$ cat src/rtl/l1_vlsu_miss_handler_if.sv
// +----------------------------------------------------------------------------+
// | l1_vlsu_miss_handler_if                                                    |
// | Lookup-side and refill-side signals of the VLSU miss handler.              |
// | Revision: 1.0                                                              |
// +----------------------------------------------------------------------------+
`default_nettype none

interface l1_vlsu_miss_handler_if #(
  parameter int NUM_LANES  = 8,
  parameter int MAX_MISSES = 8
);
  localparam int CNT_W = $clog2(MAX_MISSES + 1);

  logic                      vlsu_req_i;
  logic [NUM_LANES-1:0]      lane_miss_i;
  logic [NUM_LANES*64-1:0]   lane_addr_i;
  logic                      any_miss_i;
  logic                      refill_req_o;
  logic [63:0]               refill_addr_o;
  logic                      refill_done_i;
  logic                      busy_o;
  logic                      ready_for_replay_o;
  logic [CNT_W-1:0]          miss_count_o;

  modport slave (
    input  vlsu_req_i, lane_miss_i, lane_addr_i, any_miss_i, refill_done_i,
    output refill_req_o, refill_addr_o, busy_o, ready_for_replay_o, miss_count_o
  );

  modport master (
    output vlsu_req_i, lane_miss_i, lane_addr_i, any_miss_i, refill_done_i,
    input  refill_req_o, refill_addr_o, busy_o, ready_for_replay_o, miss_count_o
  );
endinterface

`default_nettype wire

$ cat src/rtl/l1_vlsu_miss_handler.sv
// +----------------------------------------------------------------------------+
// | l1_vlsu_miss_handler                                                       |
// | Dedups per-lane line misses of one VLSU access and issues refills in       |
// | first-seen order. Optional macro VLSU_MISS_STATS_EN adds stat counters.    |
// | Revision: 1.0                                                              |
// +----------------------------------------------------------------------------+
`default_nettype none

module l1_vlsu_miss_handler #(
  parameter int NUM_LANES  = 8,
  parameter int TAG_W      = 53,
  parameter int INDEX_W    = 5,
  parameter int MAX_MISSES = 8
) (
  input wire                     clk_i,
  input wire                     rst_i,
  l1_vlsu_miss_handler_if.slave  bus
`ifdef VLSU_MISS_STATS_EN
  ,
  output logic [31:0]            stat_refills_o,
  output logic [31:0]            stat_dedup_o
`endif
);

  localparam int LINE_W = TAG_W + INDEX_W;
  localparam int LIDX_W = $clog2(NUM_LANES + 1);
  localparam int LSEL_W = (NUM_LANES > 1) ? $clog2(NUM_LANES) : 1;
  localparam int CNT_W  = $clog2(MAX_MISSES + 1);
  localparam int TIDX_W = (MAX_MISSES > 1) ? $clog2(MAX_MISSES) : 1;
  localparam logic [LIDX_W-1:0] C_LANES = LIDX_W'(NUM_LANES);
  localparam logic [CNT_W-1:0]  C_MAX   = CNT_W'(MAX_MISSES);

  typedef enum logic [2:0] {
    IDLE        = 3'd0,
    COLLECT     = 3'd1,
    REFILL_REQ  = 3'd2,
    REFILL_WAIT = 3'd3,
    REPLAY      = 3'd4
  } state_t;

  state_t                r_state, w_state_next;
  logic [LIDX_W-1:0]     r_lane_idx;
  logic [NUM_LANES-1:0]  r_lane_miss;
  logic [LINE_W-1:0]     r_lane_line [NUM_LANES];
  logic [LINE_W-1:0]     r_table [MAX_MISSES];
  logic [CNT_W-1:0]      r_count;
  logic [CNT_W-1:0]      r_refill_idx, w_idx_next;
  logic                  r_refill_req, r_busy, r_ready;
  logic [63:0]           r_refill_addr;

  logic [LSEL_W-1:0]     w_lane_sel;
  logic [LINE_W-1:0]     w_cur_line;
  logic                  w_scan_valid, w_cur_miss, w_dup, w_append;
  logic [MAX_MISSES-1:0] w_hit;
  logic [NUM_LANES*6-1:0] w_unused_offset;

  assign w_lane_sel   = r_lane_idx[LSEL_W-1:0];
  assign w_cur_line   = r_lane_line[w_lane_sel];
  assign w_cur_miss   = r_lane_miss[w_lane_sel];
  assign w_scan_valid = (r_state == COLLECT) && (r_lane_idx != C_LANES);

  // Only valid entries count as hits, so lines appended earlier in this scan dedup later lanes.
  for (genvar j = 0; j < MAX_MISSES; j++) begin : g_match
    assign w_hit[j] = (CNT_W'(j) < r_count) && (r_table[j] == w_cur_line);
  end

  for (genvar k = 0; k < NUM_LANES; k++) begin : g_offs
    assign w_unused_offset[6*k +: 6] = bus.lane_addr_i[64*k +: 6];
  end

  assign w_dup    = |w_hit;
  assign w_append = w_scan_valid && w_cur_miss && !w_dup && (r_count != C_MAX);

  always_comb begin
    w_state_next = r_state;
    w_idx_next   = r_refill_idx;
    case (r_state)
      IDLE:        if (bus.vlsu_req_i && bus.any_miss_i) w_state_next = COLLECT;
      COLLECT:     if (r_lane_idx == C_LANES)
                     w_state_next = (r_count != '0) ? REFILL_REQ : REPLAY;
      REFILL_REQ:  w_state_next = REFILL_WAIT;
      REFILL_WAIT: if (bus.refill_done_i) begin
                     w_idx_next   = r_refill_idx + CNT_W'(1);
                     w_state_next = (w_idx_next == r_count) ? REPLAY : REFILL_REQ;
                   end
      REPLAY:      if (!bus.vlsu_req_i) w_state_next = IDLE;
      default:     w_state_next = IDLE;
    endcase
  end

  always_ff @(posedge clk_i or posedge rst_i) begin
    if (rst_i) begin
      r_state       <= IDLE;
      r_lane_idx    <= '0;
      r_lane_miss   <= '0;
      r_count       <= '0;
      r_refill_idx  <= '0;
      r_refill_req  <= 1'b0;
      r_busy        <= 1'b0;
      r_ready       <= 1'b0;
      r_refill_addr <= '0;
      for (int k = 0; k < NUM_LANES; k++) r_lane_line[k] <= '0;
      for (int j = 0; j < MAX_MISSES; j++) r_table[j] <= '0;
    end else begin
      r_state      <= w_state_next;
      r_refill_idx <= w_idx_next;
      r_busy       <= (w_state_next != IDLE);
      r_refill_req <= (w_state_next == REFILL_REQ);
      r_ready      <= (w_state_next == REPLAY);
      if (w_state_next == REFILL_REQ)
        r_refill_addr <= {r_table[w_idx_next[TIDX_W-1:0]], 6'b0};
      if (w_scan_valid)
        r_lane_idx <= r_lane_idx + LIDX_W'(1);
      if (w_append) begin
        r_table[r_count[TIDX_W-1:0]] <= w_cur_line;
        r_count                      <= r_count + CNT_W'(1);
      end
      if (r_state == IDLE && w_state_next == COLLECT) begin
        r_lane_idx   <= '0;
        r_lane_miss  <= bus.lane_miss_i;
        r_count      <= '0;
        r_refill_idx <= '0;
        for (int k = 0; k < NUM_LANES; k++) r_lane_line[k] <= bus.lane_addr_i[64*k+6 +: LINE_W];
        for (int j = 0; j < MAX_MISSES; j++) r_table[j] <= '0;
      end
    end
  end

  assign bus.refill_req_o       = r_refill_req;
  assign bus.refill_addr_o      = r_refill_addr;
  assign bus.busy_o             = r_busy;
  assign bus.ready_for_replay_o = r_ready;
  assign bus.miss_count_o       = r_count;

`ifdef VLSU_MISS_STATS_EN
  logic [31:0] r_stat_refills, r_stat_dedup;
  logic        w_dup_lane;

  assign w_dup_lane = w_scan_valid && w_cur_miss && w_dup;

  always_ff @(posedge clk_i or posedge rst_i) begin
    if (rst_i) begin
      r_stat_refills <= '0;
      r_stat_dedup   <= '0;
    end else begin
      if (w_state_next == REFILL_REQ && r_stat_refills != '1)
        r_stat_refills <= r_stat_refills + 32'd1;
      if (w_dup_lane && r_stat_dedup != '1)
        r_stat_dedup <= r_stat_dedup + 32'd1;
    end
  end

  assign stat_refills_o = r_stat_refills;
  assign stat_dedup_o   = r_stat_dedup;
`endif

endmodule

`default_nettype wire

$ cat src/flat_wrapper.sv
// flat-port wrapper written by rule: the top's interface ports become plain ports
module l1_vlsu_miss_handler_flat 
#(
  parameter int NUM_LANES  = 8,
  parameter int TAG_W      = 53,
  parameter int INDEX_W    = 5,
  parameter int MAX_MISSES = 8
)
  (clk_i, rst_i, bus_vlsu_req_i, bus_lane_miss_i, bus_lane_addr_i, bus_any_miss_i, bus_refill_done_i, bus_refill_req_o, bus_refill_addr_o, bus_busy_o, bus_ready_for_replay_o, bus_miss_count_o);
  l1_vlsu_miss_handler_if #(.NUM_LANES(NUM_LANES), .MAX_MISSES(MAX_MISSES)) bus_i ();
  input wire clk_i;
  input wire rst_i;
  input wire logic [$bits(bus_i.vlsu_req_i)-1:0] bus_vlsu_req_i;
  input wire logic [$bits(bus_i.lane_miss_i)-1:0] bus_lane_miss_i;
  input wire logic [$bits(bus_i.lane_addr_i)-1:0] bus_lane_addr_i;
  input wire logic [$bits(bus_i.any_miss_i)-1:0] bus_any_miss_i;
  input wire logic [$bits(bus_i.refill_done_i)-1:0] bus_refill_done_i;
  output wire logic [$bits(bus_i.refill_req_o)-1:0] bus_refill_req_o;
  output wire logic [$bits(bus_i.refill_addr_o)-1:0] bus_refill_addr_o;
  output wire logic [$bits(bus_i.busy_o)-1:0] bus_busy_o;
  output wire logic [$bits(bus_i.ready_for_replay_o)-1:0] bus_ready_for_replay_o;
  output wire logic [$bits(bus_i.miss_count_o)-1:0] bus_miss_count_o;
  assign bus_i.vlsu_req_i = bus_vlsu_req_i;
  assign bus_i.lane_miss_i = bus_lane_miss_i;
  assign bus_i.lane_addr_i = bus_lane_addr_i;
  assign bus_i.any_miss_i = bus_any_miss_i;
  assign bus_i.refill_done_i = bus_refill_done_i;
  assign bus_refill_req_o = bus_i.refill_req_o;
  assign bus_refill_addr_o = bus_i.refill_addr_o;
  assign bus_busy_o = bus_i.busy_o;
  assign bus_ready_for_replay_o = bus_i.ready_for_replay_o;
  assign bus_miss_count_o = bus_i.miss_count_o;
  l1_vlsu_miss_handler #(.NUM_LANES(NUM_LANES), .TAG_W(TAG_W), .INDEX_W(INDEX_W), .MAX_MISSES(MAX_MISSES)) u_core (.clk_i(clk_i), .rst_i(rst_i), .bus(bus_i));
endmodule
$ cat config.mk
export PLATFORM = sky130hd
export DESIGN_NAME = l1_vlsu_miss_handler_flat
export DESIGN_NICKNAME = d
export VERILOG_FILES = /design/src/rtl/l1_vlsu_miss_handler_if.sv /design/src/rtl/l1_vlsu_miss_handler.sv /design/src/flat_wrapper.sv
export SDC_FILE = /design/constraint.sdc
export NUM_CORES = 2
export LEC_CHECK = 0
export ABC_CLOCK_PERIOD_IN_PS = 34100
export BUFFER_PORTS_ARGS = -buffer_cell sky130_fd_sc_hd__buf_2
export CAP_MARGIN = 20
export CORE_ASPECT_RATIO = 0.6
export CORE_MARGIN = 3
export CORE_UTILIZATION = 54
export DETAILED_ROUTE_END_ITERATION = 10
export HOLD_SLACK_MARGIN = 0.12
export PLACE_DENSITY = 0.89
export SETUP_SLACK_MARGIN = 0.5
export SYNTH_ARGS = -nofsm -noshare
export SYNTH_HDL_FRONTEND = slang
export SYNTH_SLANG_ARGS = --single-unit
export TNS_END_PERCENT = 50
$ cat constraint.sdc
create_clock -name clk_i -period 34.1 [get_ports clk_i]
set_input_delay 3.41 -clock clk_i [delete_from_list [all_inputs] [get_ports clk_i]]
set_output_delay 3.41 -clock clk_i [all_outputs]
set_load 0.005 [all_outputs]
## After elaboration in Yosys (flattened, before gate mapping)

Index checks and enable logic that the tools add are counted.

- Output and inout port bits: 71
- Flip-flop bits (word level): 1012
- Input bits: 525
- Word-level logic and storage cells: 116

- Add/sub/neg operators: 3
- Magnitude comparators: 13
- Reduce and logical (&&, ||, !) cells: 25
- Mux-type cells: 27
- Eq/ne operators: 19
- Bitwise operators: 3

Operators with widths:

| operator | number |
|---|---|
| 464-bit 2-to-1 mux | 2 |
| 464-bit bitwise mux | 1 |
| 58-bit equality test | 8 |
| 58-bit binary-select mux with 3-bit select | 2 |
| 58-bit 2-to-1 mux | 5 |
| 58-bit demux with 3-bit select | 1 |
| 4-bit 2-to-1 mux | 7 |
| 3-bit 2-to-1 mux | 6 |
| 3-bit by 4-bit < comparator with 1-bit output, first input constant | 4 |
| 1-bit logical AND | 15 |
| 3-bit one-hot mux with 5 select lines | 1 |
| 4-bit by 1-bit adder with 4-bit output, second input constant | 3 |
| 4-bit >= comparator, second input constant | 3 |
| 3-bit inverter with 4-bit output | 3 |
| 3-bit by 2-bit equality test with 1-bit output, second input constant | 3 |
| 1-bit by 4-bit < comparator with 1-bit output, first input constant | 2 |
| 2-bit by 4-bit < comparator with 1-bit output, first input constant | 2 |
| 4-bit != test, second input constant | 2 |
| 2-bit nonzero test | 4 |
| 8-bit OR reduction | 1 |
| 3-bit by 1-bit equality test with 1-bit output, second input constant | 2 |
| 3-bit equality test, second input constant | 2 |
| 4-bit equality test | 1 |
| 4-bit equality test, second input constant | 1 |
| 9 further kinds | 9 |

## Logic depth before layout (Yosys ltp)

- Depth in word-level cells: 12
- Depth in mapped cells: 19
- Gate-level depth less buffers: 11

## Least setup slack after synthesis

OpenSTA, ideal clock, no wires.

- Path type: in2reg
- Start point: input port bus_refill_done_i
- End point: register u_core.r_refill_addr[27] (netlist: u_core.bus.refill_addr_o[27])
- Arrival time: 5.347 ns
- Buffers on the path: 3
- Required time: 33.963 ns
- Stages on the path: 8
- Library setup time: 0.137 ns
- Slack: 28.616 ns
- Cells stage by stage: nand4b_1 -> xnor2_1 -> clkbuf_1 -> clkbuf_1 -> clkbuf_1 -> o211ai_1 -> a31oi_1 -> a21oi_1

- Word-level cells in the longest chain between the ends: 6
- Elaborated cells between the ends (all ways): 9
- Those cells by class: eq/ne: 1; mux: 7; bitwise: 1

Ends and longest elaborated chain:

| item | RTL line | RTL |
|---|---|---|
| from (decl) | flat_wrapper.sv:17 | `input wire logic [$bits(bus_i.refill_done_i)-1:0] bus_refill_done_i;` |
| 4-bit 2-to-1 mux | l1_vlsu_miss_handler.sv:82 | `REFILL_WAIT: if (bus.refill_done_i) begin` |
| 4-bit 2-to-1 mux | l1_vlsu_miss_handler.sv:77 | `case (r_state)` |
| 3-bit inverter with 4-bit output (implied by the code) | l1_vlsu_miss_handler.sv:111 | `r_refill_addr <= {r_table[w_idx_next[TIDX_W-1:0]], 6'b0};` |
| 58-bit binary-select mux with 3-bit select | l1_vlsu_miss_handler.sv:111 |  |
| 58-bit 2-to-1 mux (implied by the code) (2 in a row) | l1_vlsu_miss_handler.sv:111 |  |
| to (signal assigned) | l1_vlsu_miss_handler.sv:111 |  |
| to (decl) | l1_vlsu_miss_handler.sv:49 | `logic [63:0] r_refill_addr;` |

Several ways; a longest one is shown, not always the timed one. The select of a mux whose other input is x is not followed.
A chain may end at the register's enable or synchronous reset.

## Final worst setup path

- Start point: register u_core.r_lane_idx[0]
- End point: register u_core.r_table[116] (netlist bit)

- Word-level cells in the longest chain between the ends: 11
- Elaborated cells between the ends (all ways): 38
- Those cells by class: eq/ne: 11; mux: 10; bitwise: 1; reduce/logical: 16

Ends and longest elaborated chain:

| item | RTL line | RTL |
|---|---|---|
| from (decl) | l1_vlsu_miss_handler.sv:42 | `logic [LIDX_W-1:0] r_lane_idx;` |
| from (signal assigned) | l1_vlsu_miss_handler.sv:113 | `r_lane_idx <= r_lane_idx + LIDX_W'(1);` |
| 3-bit inverter with 4-bit output (implied by the code) | l1_vlsu_miss_handler.sv:58 | `assign w_cur_line = r_lane_line[w_lane_sel];` |
| 58-bit binary-select mux with 3-bit select | l1_vlsu_miss_handler.sv:58 |  |
| 58-bit 2-to-1 mux (implied by the code) (2 in a row) | l1_vlsu_miss_handler.sv:58 |  |
| 58-bit equality test | l1_vlsu_miss_handler.sv:64 | `assign w_hit[j] = (CNT_W'(j) < r_count) && (r_table[j] == w_cur_line);` |
| 1-bit logical AND | l1_vlsu_miss_handler.sv:64 |  |
| 8-bit OR reduction | l1_vlsu_miss_handler.sv:71 | `assign w_dup = \|w_hit;` |
| 1-bit zero test | l1_vlsu_miss_handler.sv:72 | `assign w_append = w_scan_valid && w_cur_miss && !w_dup && (r_count != C_MAX);` |
| 1-bit logical AND (2 in a row) | l1_vlsu_miss_handler.sv:72 |  |
| 2-bit nonzero test (no source line) | -- |  |
| to (signal, indexed assignment) | l1_vlsu_miss_handler.sv:115 | `r_table[r_count[TIDX_W-1:0]] <= w_cur_line;` |
| to (decl) | l1_vlsu_miss_handler.sv:45 | `logic [LINE_W-1:0] r_table [MAX_MISSES];` |

Several ways; a longest one is shown, not always the timed one. The select of a mux whose other input is x is not followed.

==> results by group <==
Detailed routing
  – Initial DRC count: 9507
  – First-pass DRT Iterations: 11
  – DRC Markers: 6
  – Post-DRT Antenna Nets: 0
  – DR vias/cell: 6.41
  – Drt total wl: 209000 um
  – Wire per inst: 26.9 um
  – Routed vias: 49700

Worst setup path
  – Crit path max fanout: 95
  – Reg2reg path depth: 14
  – WP data required: 34.72 ns
  – Kind of critical path: flop to flop
  – CP Capture Type: flop
  – CP peak stage delay: 0.87 ns
  – Worst EP arrival: 8.83 ns
  – FF-to-FF setup slack: 25.88 ns
  – Critical R2R Launch: u_core.r_lane_idx[0]$_DFFE_PP0P_
  – CP Launch Type: flop
  – CP dominant cell by count: buf_4
  – R2R Path End: u_core.r_table[116]$_DFFE_PP0P_
  – CP cell instances: buf_12, buf_4, mux2i_1, a22oi_1, nand2_1, xnor2_1, nor4_1, nand3_1, o32ai_1, nor4_2, nand4_1, buf_4, buf_4, mux2i_1
  – CP max-delay cell: a22oi_1

Outcome
  – Failing checks: design-rule violations
  – Outcome: complete, but fails checks

Floorplanning
  – Die H: 251 um
  – Die area: 0.104 mm^2
  – I/O pins: 596
  – Die X: 414 um
  – Core footprint: 0.0987 mm^2
  – Initial Util: 54.6%
  – Row count: 89

Placement
  – # port buffers: 541
  – Post-DP HPWL: 147000 um
  – Routability cong.: 1.05

Synthesis
  – Yosys reg bits: 1012
  – Synth Instances: 6004
  – Synth warn: 0
  – Unique masters post-synth: 69
  – Cell area after synthesis: 0.0539 mm^2
  – FFs w/ async S/R, synth: 100%
  – Main synth FF type: dfrtp_1
  – Post-synth EDFFs: 0
  – Post-synthesis sequential area ratio: 47.0%
  – Mean Syn Cell Area: 8.98 um^2

Cells and area
  – # fillers: 7863
  – Final nets: 6853
  – Commonest non-fill, non-tap cell in the layout: nand2_1
  – Area Growth Syn to Fin: 12.4%
  – Ratio of cells with drive above 1 in the final layout: 14.6%
  – Most frequent cells in the layout: nand2_1 (2344), dfrtp_1 (1009), mux2i_1 (577), buf_2 (543), xnor2_1 (178)

Hold path
  – Worst hold endpoint: u_core.r_lane_line[306]$_DFFE_PP0N_
  – Hold depth: 2
  – Hold Startpoint: u_core.r_lane_line[306]$_DFFE_PP0N_
  – Hold Path Class: flop to flop

STA
  – Slew Limit Fails: 0
  – Tmin final: 8.22 ns
  – Setup_tns: 0 ns
  – Max Freq: 0.122 GHz
  – Slew @ Worst Pin: 1.35 ns
  – Crit share post-route: 24.1%
  – Final hold vios: 0
  – RSZ-0062 raised after global routing: false
  – Setup violations, final: 0
  – Hold Slack: 0.473 ns
  – Clk_skew: 0.0241 ns
  – Rel. slew slack: 9.05%

Global routing
  – Largest net degree at the start of global routing: 223
  – GRT Util Overall: 39.0%
  – Vias in the first global route: 46700
  – Global route total overflow: 0
  – First-pass GRT wire length: 301000 um
  – Initial antenna violation count: 45

Clock tree
  – Post_cts resized: 0
  – Clk sinks: 1012
  – Setup bufs post-CTS: 0
  – CTS clk-pin slew, worst paths: 0.07 ns
  – Clk_lat worst skew: 0.72 ns
  – Clock buffer depth: 3
  – Hold_buf cts: 0
  – CTS buffer count: 91
  – Clock root cell: clkbuf_16
  – H-tree levels: 3
  – CTS tree: built

Run
  – Maxcap violations: 0
cells in the mapped netlist, drive strengths merged, types with 5 or more instances:
cell,n,share of area [%]
nand2,2347,16
dfrtp,1012,47
mux2i,592,11
clkbuf,270,1.9
xnor2,180,2.9
xor2,161,2.6
nand3,155,1.4
buf,137,1.8
nor2,122,0.98
o21ai,97,0.90
a21oi,79,0.73
nor4,71,0.84
inv,69,0.48
nand4,63,0.73
a31oi,59,0.68
a311oi,58,0.94
and3,53,0.61
mux2,49,1.0
a22o,48,0.78
a22oi,48,0.71
or3,45,0.52
nor3,44,0.41
mux4,40,1.7
o211ai,33,0.46
o22ai,29,0.36
nand2b,18,0.21
a211oi,16,0.22
o22a,16,0.26
nand4b,11,0.18
or4,11,0.16
a2111oi,10,0.16
nor2b,8,0.093
a21boi,6,0.084
o2111ai,6,0.097
ha,5,0.12
nor4b,5,0.081
logic make-up (layout without fill, tap and decap cells):
family	Yosys count	count (layout)	synth area share, %
other cells	1	39	0.00696
mux	681	681	13.8
flops	1012	1012	47.0
compound gates	520	520	6.65
fa+ha+maj	5	5	0.116
buf+inv	476	866	4.13
xor+xnor	341	341	5.54
simple gates	2968	2968	22.8
area by class of cell:
type,instances,area [um^2],share of cell area (%)
Multi-Input combinational cell,4521,26600,43.8
Inverter,69,267,0.440
Clock buffer,133,2710,4.46
Sequential cell,1012,25300,41.8
Antenna cell,33,82.6,0.136
Timing Repair Buffer,628,3510,5.80
Clock inverter,36,510,0.842
Tap cell,1319,1650,2.72
worst max path at each step:
stage / startpoint / end / slack, ns
after floorplan: rst_i / u_core.bus.busy_o$_DFF_PP0_ / 2.21
after global placement: rst_i / u_core.r_lane_line[199]$_DFFE_PP0N_ / 25.65
after detailed placement: rst_i / u_core.r_lane_line[199]$_DFFE_PP0N_ / 25.57
after CTS: rst_i / u_core.r_lane_line[30]$_DFFE_PP0N_ / 26.27
after global routing: u_core.r_lane_idx[0]$_DFFE_PP0P_ / u_core.r_table[116]$_DFFE_PP0P_ / 26.00
final: u_core.r_lane_idx[0]$_DFFE_PP0P_ / u_core.r_table[116]$_DFFE_PP0P_ / 25.88
worst max-delay path, delay by kind of cell, from the launching register on:
kind                   cells  cell delay, ns
AO/OA/AOI/OAI              2            1.49
flip-flops                 1            0.63
multiplexers               2            0.52
buffers and inverters      4            2.61
XOR/XNOR                   1            0.26
AND/OR/NAND/NOR            5            2.24
metal layers:
metal | part of all wire [%] | track usage [%]
met5 | 0.13 | 0.544
met4 | 5.0 | 15.8
met1 | 37 | 51.6
met3 | 17 | 21.0
met2 | 41 | 53.2
sequential cells by signal, indices dropped and copies added (netlist names):
| register | count |
|---|---|
| u_core.bus.busy_o | 1 |
| u_core.bus.miss_count_o | 4 |
| u_core.bus.ready_for_replay_o | 1 |
| u_core.bus.refill_addr_o | 58 |
| u_core.bus.refill_req_o | 1 |
| u_core.r_lane_idx | 4 |
| u_core.r_lane_line | 464 |
| u_core.r_lane_miss | 8 |
| u_core.r_refill_idx | 4 |
| u_core.r_state | 3 |
| u_core.r_table | 464 |
through the flow:
stage                     cell area, um^2  setup WS (ns)  util [%]  cells
after floorplan                     53900           2.21         -   6009
after global placement              57200          25.65      58.0   7539
after detailed placement            57200          25.57      58.0   7540
after CTS                           60400          26.27      61.2   7709
after global routing                60600          26.00      61.4   7746
final                               60600          25.88      61.4   7751
Power is left out: the tool's default activity adds up to more than one toggle a clock period on the data nets, which glitch-free logic cannot reach.
